==> config.mk <==
export PLATFORM = sky130hd
export DESIGN_NAME = rv_alu_pipe
export DESIGN_NICKNAME = d
export VERILOG_FILES = /design/src/rtl/rv_alu_pipe.sv
export SDC_FILE = /design/constraint.sdc
export NUM_CORES = 1
export LEC_CHECK = 0
export ABC_AREA = 0
export BUFFER_PORTS_ARGS = -buffer_cell sky130_fd_sc_hd__buf_2
export CAP_MARGIN = 20
export CORE_ASPECT_RATIO = 0.5
export CORE_UTILIZATION = 29
export CTS_CLUSTER_DIAMETER = 100
export CTS_CLUSTER_SIZE = 16
export DETAILED_ROUTE_END_ITERATION = 6
export PLACE_DENSITY = 0.55
export SYNTH_ARGS = -nofsm -noshare
export SYNTH_HDL_FRONTEND = slang
export SYNTH_SLANG_ARGS = --single-unit
==> constraint.sdc <==
create_clock -name clk -period 4.6 [get_ports clk]
set_input_delay 0.46 -clock clk [delete_from_list [all_inputs] [get_ports clk]]
set_output_delay 0.46 -clock clk [all_outputs]
set_load 0.01 [all_outputs]
==> src/rtl/rv_alu_pipe.sv <==
// RV32/64 R-type integer ALU with a one-entry valid/ready output register.
// Define RV_ALU_MUL_EN to add an iterative shift-add MUL (latency XLEN+1).
module rv_alu_pipe #(
   parameter int unsigned XLEN = 32
) (
   input  logic            clk,
   input  logic            rst,
   input  logic            in_valid,
   output logic            in_ready,
   input  logic [6:0]      opcode,
   input  logic [2:0]      func3,
   input  logic [6:0]      func7,
   input  logic [XLEN-1:0] a,
   input  logic [XLEN-1:0] b,
   output logic            out_valid,
   input  logic            out_ready,
   output logic [XLEN-1:0] out,
   output logic            illegal
);

   localparam int unsigned ShW = $clog2(XLEN);

   logic [ShW-1:0]  shamt;
   logic [XLEN-1:0] alu_res;
   logic            alu_illegal;
   logic            is_mul;
   logic            accept;
   logic            take;
   logic [XLEN-1:0] out_q;
   logic            illegal_q;
   logic            out_valid_q;

   assign shamt     = b[ShW-1:0];
   assign accept    = in_valid && in_ready;
   assign take      = out_valid_q && out_ready;
   assign out       = out_q;
   assign illegal   = illegal_q;
   assign out_valid = out_valid_q;

   always_comb begin
      alu_res     = '0;
      alu_illegal = 1'b1;
      is_mul      = 1'b0;
      if (opcode == 7'b0110011) begin
         if (func7 == 7'b0000000) begin
            alu_illegal = 1'b0;
            case (func3)
               3'b000:  alu_res = a + b;
               3'b001:  alu_res = a << shamt;
               3'b010:  alu_res = {{(XLEN-1){1'b0}}, $signed(a) < $signed(b)};
               3'b011:  alu_res = {{(XLEN-1){1'b0}}, a < b};
               3'b100:  alu_res = a ^ b;
               3'b101:  alu_res = a >> shamt;
               3'b110:  alu_res = a | b;
               default: alu_res = a & b;
            endcase
         end else if (func7 == 7'b0100000 && func3 == 3'b000) begin
            alu_illegal = 1'b0;
            alu_res     = a - b;
         end else if (func7 == 7'b0100000 && func3 == 3'b101) begin
            alu_illegal = 1'b0;
            alu_res     = $signed(a) >>> shamt;
`ifdef RV_ALU_MUL_EN
         end else if (func7 == 7'b0000001 && func3 == 3'b000) begin
            alu_illegal = 1'b0;
            is_mul      = 1'b1;
`endif
         end
      end
   end

`ifdef RV_ALU_MUL_EN
   typedef enum logic [0:0] {StIdle, StMulBusy} state_e;

   state_e          state_q;
   logic [XLEN-1:0] mul_acc_q;
   logic [XLEN-1:0] mul_a_q;
   logic [XLEN-1:0] mul_b_q;
   logic [ShW-1:0]  mul_cnt_q;
   logic [XLEN-1:0] mul_sum;

   assign mul_sum  = mul_acc_q + (mul_b_q[0] ? mul_a_q : '0);
   assign in_ready = (state_q == StIdle) && (!out_valid_q || out_ready) && !rst;
`else
   assign in_ready = (!out_valid_q || out_ready) && !rst;
`endif

   always_ff @(posedge clk) begin
      if (rst) begin
         out_valid_q <= 1'b0;
         out_q       <= '0;
         illegal_q   <= 1'b0;
`ifdef RV_ALU_MUL_EN
         state_q     <= StIdle;
         mul_acc_q   <= '0;
         mul_a_q     <= '0;
         mul_b_q     <= '0;
         mul_cnt_q   <= '0;
`endif
      end else begin
         if (take) begin
            out_valid_q <= 1'b0;
         end
         if (accept && !is_mul) begin
            out_q       <= alu_res;
            illegal_q   <= alu_illegal;
            out_valid_q <= 1'b1;
         end
`ifdef RV_ALU_MUL_EN
         // One partial product per edge; the count runs XLEN-1 down to 0.
         if (accept && is_mul) begin
            state_q   <= StMulBusy;
            mul_acc_q <= '0;
            mul_a_q   <= a;
            mul_b_q   <= b;
            mul_cnt_q <= ShW'(XLEN - 1);
         end
         if (state_q == StMulBusy) begin
            mul_acc_q <= mul_sum;
            mul_a_q   <= mul_a_q << 1;
            mul_b_q   <= mul_b_q >> 1;
            mul_cnt_q <= mul_cnt_q - 1'b1;
            if (mul_cnt_q == '0) begin
               out_q       <= mul_sum;
               illegal_q   <= 1'b0;
               out_valid_q <= 1'b1;
               state_q     <= StIdle;
            end
         end
`endif
      end
   end

endmodule

==> results.py, run 1 <==
metrics = {
    "sta": {
        "rsz0062_at_grt": "no",
        "layout_setup_ws_ns": 0.539,
        "period_share": 0.883,
        "relSlewSlack": 0.382,
        "finClkSkew_ns": 0.00374,
        "min_period_ns": 4.06,
        "fmax_mhz": 246,
        "hold_viol_final": 0,
        "hold-worst-slack_ns": 0.432,
        "worst_pin_slew_ns": 0.922,
        "drv_slew": 0,
        "setup_violations": 0,
        "finalSetupTns_ns": 0,
    },
    "global_route": {
        "grt_pass1_vias": 12654,
        "grt_max_degree": 75,
        "grt_pass1_wl_um": 91800,
        "track_usage": 0.321,
        "grt_antenna_before_repair": 0,
        "grt-ovfl-total": 0,
    },
    "yosys": {
        "synthXorXnorAreaFrac": 0.0278,
        "postSynthCellCount": 1563,
        "syn_area_um2": 11000,
        "yosys_warnings": 0,
        "synth_edf_count": 0,
        "synthMuxAreaShare": 0.161,
        "synthArstFlopShare": 0,
        "ys_seq_area_frac": 0.0617,
        "synthAdderAreaFrac": 0.114,
        "syn-num-nets": 1747,
        "synth.most_common_cell": "a21oi_1",
        "avgSynthCellArea_um2": 7.05,
        "synth_area_leaders": "ha_1 (11%), mux4_2 (9.2%), a21oi_1 (8.1%), dfxtp_1 (6.2%), nor2_1 (5.0%)",
        "yosys.area.top_type": "ha_1",
        "synth-compound-area-share": 0.351,
        "synth_top_family_by_area": "compound AO/OA/AOI/OAI gates",
        "ys_seq_elements": 34,
        "synthSimpleGateAreaFrac": 0.200,
        "yosysTopAreaCellShare": 0.110,
        "ys_dominant_reg_cell": "dfxtp_1",
        "synth_common_cells": "a21oi_1 (178), nor2_1 (146), nand2_1 (128)",
        "ys_types": 89,
    },
    "place": {
        "dp.cells": 2106,
        "dpl_cell_area_um2": 12100,
        "pre_cts_ws_ns": 0.356,
        "io_buffer_count": 119,
        "gp_congestion": 1.06,
        "dpl.hpwl_um": 50700,
    },
    "critical_path": {
        "path_class": "in2reg",
        "worstPathArrival_ns": 4.26,
        "startpoint_type": "input pin",
        "worstPathMaxFanout": 52,
        "crit_required_ns": 4.79,
        "endpoint_kind": "flop",
    },
    "drt": {
        "wire_per_inst_um": 30.2,
        "drt_iter0_drc": 2646,
        "drt_wl_total_um": 63900,
        "drt-pass1-iter-count": 7,
        "num_vias": 13943,
        "drc_errors": 3,
        "vias_per_cell": 6.59,
        "ant_nets": 0,
    },
    "floorplan": {
        "start_util": 0.295,
        "std_cell_rows": 50,
        "num_io_pins": 120,
        "die_h_um": 140,
        "die-area_um2": 38900,
        "die_width_um": 278,
        "core_um2": 37400,
    },
    "layout": {
        "final_cell_count_no_fill": 2115,
        "drive_gt1_frac": 0.170,
        "final_area_um2": 12300,
        "syn_to_final_growth_pct": 11.3,
        "nets": 1804,
    },
    "clock_network": {
        "clkLatencyLatePin_ns": 0.30,
        "cts_buffers": 5,
        "cts.sink_count": 34,
        "cts_setup_buffers": 0,
        "cts.clk_slew.worst_paths_ns": 0.06,
        "root_buffer": "clkbuf_16",
        "post_cts_resized": 0,
        "clock_path_buffers": 2,
        "postCtsHoldBufs": 0,
        "cts_max_level": 2,
        "cts_tree": "yes",
    },
    "power_and_ir_drop": {
        "irDropWorstVdd_v": 0.000129,
        "cellPowerDensity_nw_per_um2": 173,
        "power.leakage_nw": 5.12,
    },
    "flow_run": {
        "max-cap-violations": 0,
    },
    "worst_hold_path": {
        "min_path_type": "in2reg",
    },
    "outcome": {
        "status": "finished with violations",
        "violations": "design-rule violations",
    },
}
[worst max-delay path, cell delays in order]
cell and delay [ns]:
buf_2 0.11, buf_4 0.68, inv_2 0.50, ha_1 0.42
mux2i_1 0.35, mux2_2 0.25, o22ai_1 0.21, o2bb2ai_1 0.24
a211oi_1 0.50, o21ai_0 0.22, a211o_1 0.26
[stage by stage]
stage          utilization  power [mW]
3_5_place_dp         0.324        1.68
4_1_cts              0.328        2.05
3_3_place_gp         0.324        1.70
6_report             0.328        2.13
5_1_grt              0.328        2.20
2_1_floorplan            -        1.17
[worst paths after layout]
check	from	to	slack [ns]	depth (start not counted)
max	b[0]	out[26]$_SDFFE_PP0P_	0.54	11
max reg2reg	out_valid$_SDFFE_PP0P_	out[23]$_SDFFE_PP0P_	2.07	9
min	in_valid	out_valid$_SDFFE_PP0P_	0.43	3
min reg2reg	out[3]$_SDFFE_PP0P_	out[3]$_SDFFE_PP0P_	0.46	2
[flip-flops by register name, indices dropped and copies added, names as in the netlist]
register / count
out_valid: 1
illegal: 1
out: 32
[cell usage in the layout (no fill, tap or decap), types with 12 or more instances in the layout]
master / synthesis / routed
nor3_1: 37 / 36
o221ai_1: 13 / 13
xnor2_1: 28 / 28
mux4_2: 45 / 45
a21oi_1: 178 / 177
a221oi_1: 16 / 16
nor2_1: 146 / 146
and2_1: 15 / 15
a31oi_1: 22 / 22
nor2b_1: 12 / 12
o22ai_1: 16 / 16
a22oi_1: 18 / 18
nand2b_1: 16 / 16
nand2_1: 128 / 128
o21ai_1: 15 / 15
buf_2: 24 / 118
inv_1: 94 / 94
mux2i_1: 49 / 49
o211ai_1: 32 / 32
buf_4: 2 / 55
dfxtp_1: 34 / 34
nor4_1: 16 / 16
mux2_2: 18 / 18
o31ai_1: 16 / 16
o21a_1: 14 / 14
a211oi_1: 31 / 31
nand3_1: 46 / 46
o21ai_0: 79 / 79
a21o_1: 22 / 22
ha_1: 97 / 97
[metal layers]
layer  GRT usage  share of wire  vias to the layer above
met3       0.111           0.16                      101
met1       0.475           0.43                     6752
met5           0              0                        -
li1            -              -                     5997
met4      0.0596          0.022                        0
met2       0.441           0.39                     1093
[power by group]
part           switching [mW]  internal, mW  total, mW
Sequential            0.00390         0.298      0.302
Combinational           0.986         0.471       1.46
Clock                   0.170         0.200      0.370
Total                    1.16         0.969       2.13
[cell type report]
cell class / count / area, um^2
fillers: 4162 / 25100
multi-input cells: 1305 / 9420
repair buffers: 176 / 1050
diodes: 1 / 2.50
well taps: 494 / 618
clock buffers: 7 / 133
inverters: 98 / 368
flip-flops and latches: 34 / 681
[cell families after synthesis]
| family | after synthesis |
|---|---|
| buffers and inverters | 224 |
| flip-flops | 34 |
| XOR/XNOR | 35 |
| multiplexers | 117 |
| AO/OA/AOI/OAI | 584 |
| adder cells (fa/ha/maj) | 99 |
| AND/OR/NAND/NOR | 470 |
(Power assumes the default switching activity.)
==> run 2: changes to the inputs <==
- CORE_MARGIN: not set -> 2
- PLACE_DENSITY: 0.55 -> not set
==> results.py, run 2 (synthesis gave the netlist of run 1 again) <==
metrics = {
    "sta": {
        "drv_slew": 0,
        "finalSetupTns_ns": 0,
        "period_share": 0.869,
        "rsz0062_at_grt": "no",
        "finClkSkew_ns": 0.0110,
        "worst_pin_slew_ns": 1.38,
        "setup_violations": 0,
        "hold_viol_final": 0,
        "relSlewSlack": 0.0673,
        "min_period_ns": 4.00,
        "fmax_mhz": 250,
    },
    "place": {
        "dpl.hpwl_um": 47700,
        "dp.cells": 2099,
        "io_buffer_count": 119,
        "gp_congestion": 1.08,
    },
    "clock_network": {
        "clock_path_buffers": 2,
        "cts.sink_count": 34,
        "cts_buffers": 5,
        "root_buffer": "clkbuf_16",
        "cts_max_level": 2,
        "cts_setup_buffers": 0,
        "cts.clk_slew.worst_paths_ns": 0.06,
        "post_cts_resized": 0,
        "postCtsHoldBufs": 0,
        "clkLatencyLatePin_ns": 0.31,
        "cts_tree": "yes",
    },
    "critical_path": {
        "reg2reg_setup_slack_ns": 1.50,
        "r2r_start": "out_valid$_SDFFE_PP0P_",
        "worstPathArrival_ns": 4.16,
        "endpoint_kind": "flop",
        "regToRegEndpoint": "out[26]$_SDFFE_PP0P_",
        "path_class": "in2reg",
        "worstPathMaxFanout": 57,
        "startpoint_type": "input pin",
        "crit_required_ns": 4.77,
        "r2r_cells": 8,
    },
    "power_and_ir_drop": {
        "p_int_mw": 0.976,
        "comb_power_share": 0.674,
        "cellPowerDensity_nw_per_um2": 174,
        "switching_share": 0.540,
        "power.leakage_nw": 5.08,
        "power_frac_seq": 0.142,
        "irDropWorstVdd_v": 0.000125,
        "pwr-share-clk": 0.184,
        "p_switching_mw": 1.15,
    },
    "floorplan": {
        "die_width_um": 280,
        "die_h_um": 142,
        "die-area_um2": 39700,
        "num_io_pins": 120,
        "std_cell_rows": 50,
        "core_um2": 37400,
        "start_util": 0.295,
    },
    "drt": {
        "drt_iter0_drc": 2318,
        "wire_per_inst_um": 29.0,
        "num_vias": 13899,
        "drt_wl_total_um": 61000,
        "vias_per_cell": 6.60,
        "drt-pass1-iter-count": 6,
        "drc_errors": 0,
        "ant_nets": 0,
    },
    "flow_run": {
        "max-cap-violations": 0,
    },
    "worst_hold_path": {
        "min_path_type": "in2reg",
        "hp-start": "in_valid",
        "hold-path-endpoint": "out_valid$_SDFFE_PP0P_",
        "hold_depth": 3,
    },
    "layout": {
        "layout_common_cells": "a21oi_1 (177), nor2_1 (146), nand2_1 (128)",
        "antennaDiodeCount": 0,
        "nets": 1796,
        "drive_gt1_frac": 0.166,
        "final_cell_count_no_fill": 2105,
        "final_common_cell": "a21oi_1",
        "syn_to_final_growth_pct": 10.7,
        "largest_reg_flops": 32,
    },
    "global_route": {
        "grt_max_degree": 58,
        "grt-ovfl-total": 0,
        "track_usage": 0.295,
        "grt_pass1_wl_um": 86600,
        "grt_pass1_vias": 12324,
        "grt_antenna_before_repair": 5,
    },
    "outcome": {
        "status": "finished, final reports clean",
    },
}
## run 2: cell types whose count changed in the layout (fill, tap and decap cells not counted), sizes merged
cell    previous run  this run
diode              1         0
clkbuf             8         6
buf              175       168
## run 2: worst max-delay path by stage
stage | from | end | slack (ns) | cells after the start
after floorplan | b[3] | out[17]$_SDFFE_PP0P_ | 1.08 | 15
after global placement | b[1] | out[17]$_SDFFE_PP0P_ | 0.50 | 11
after detailed placement | b[1] | out[17]$_SDFFE_PP0P_ | 0.50 | 11
after CTS | b[1] | out[17]$_SDFFE_PP0P_ | 0.82 | 11
after global routing | b[1] | out[17]$_SDFFE_PP0P_ | 0.51 | 11
final | b[1] | out[17]$_SDFFE_PP0P_ | 0.60 | 11
## run 2: worst max-delay path, stage by stage
cell and delay (ns):
buf_4 0.10, buf_4 0.59, buf_4 0.46, mux4_2 0.38, and2_1 0.20, a21oi_1 0.48, a21boi_1 0.18, a221oi_1 0.72
nor3_1 0.10, a221oi_1 0.30, o311ai_1 0.13
## run 2: final cells by class
| type | count | area [um^2] |
|---|---|---|
| Clock buffer | 6 | 139 |
| Inverter | 98 | 368 |
| Tap cell | 494 | 618 |
| Sequential cell | 34 | 681 |
| Timing Repair Buffer | 168 | 978 |
| Fill cell | 4134 | 25200 |
| Multi-Input combinational cell | 1305 | 9420 |
## run 2: layer usage
layer	global-route usage	share of wire	wire, um
met1	0.423	0.42	25600
met2	0.405	0.39	23600
met3	0.112	0.16	9970
met4	0.0822	0.029	1760
met5	0	0.00044	27
## run 2: per-stage QoR
stage | area [um^2] | power, mW | hold slack, ns | utilization | worst slack (ns)
after CTS | 12200 | 2.04 | 0.417 | 0.326 | 0.816
after detailed placement | 12100 | 1.65 | 0.437 | 0.322 | 0.498
after global routing | 12200 | 2.18 | 0.456 | 0.326 | 0.512
after floorplan | 11000 | 1.17 | 0.476 | - | 1.08
after global placement | 12100 | 1.66 | 0.438 | 0.322 | 0.495
final | 12200 | 2.12 | 0.427 | 0.326 | 0.601
## run 2: power groups by stage
| stage | sequential (mW) | clock, mW | combinational, mW |
|---|---|---|---|
| floorplan | 0.309 | 0 | 0.862 |
| global placement | 0.308 | 0 | 1.35 |
| detailed placement | 0.308 | 0 | 1.34 |
| CTS | 0.301 | 0.386 | 1.35 |
| global route | 0.302 | 0.390 | 1.49 |
| finish | 0.302 | 0.390 | 1.43 |
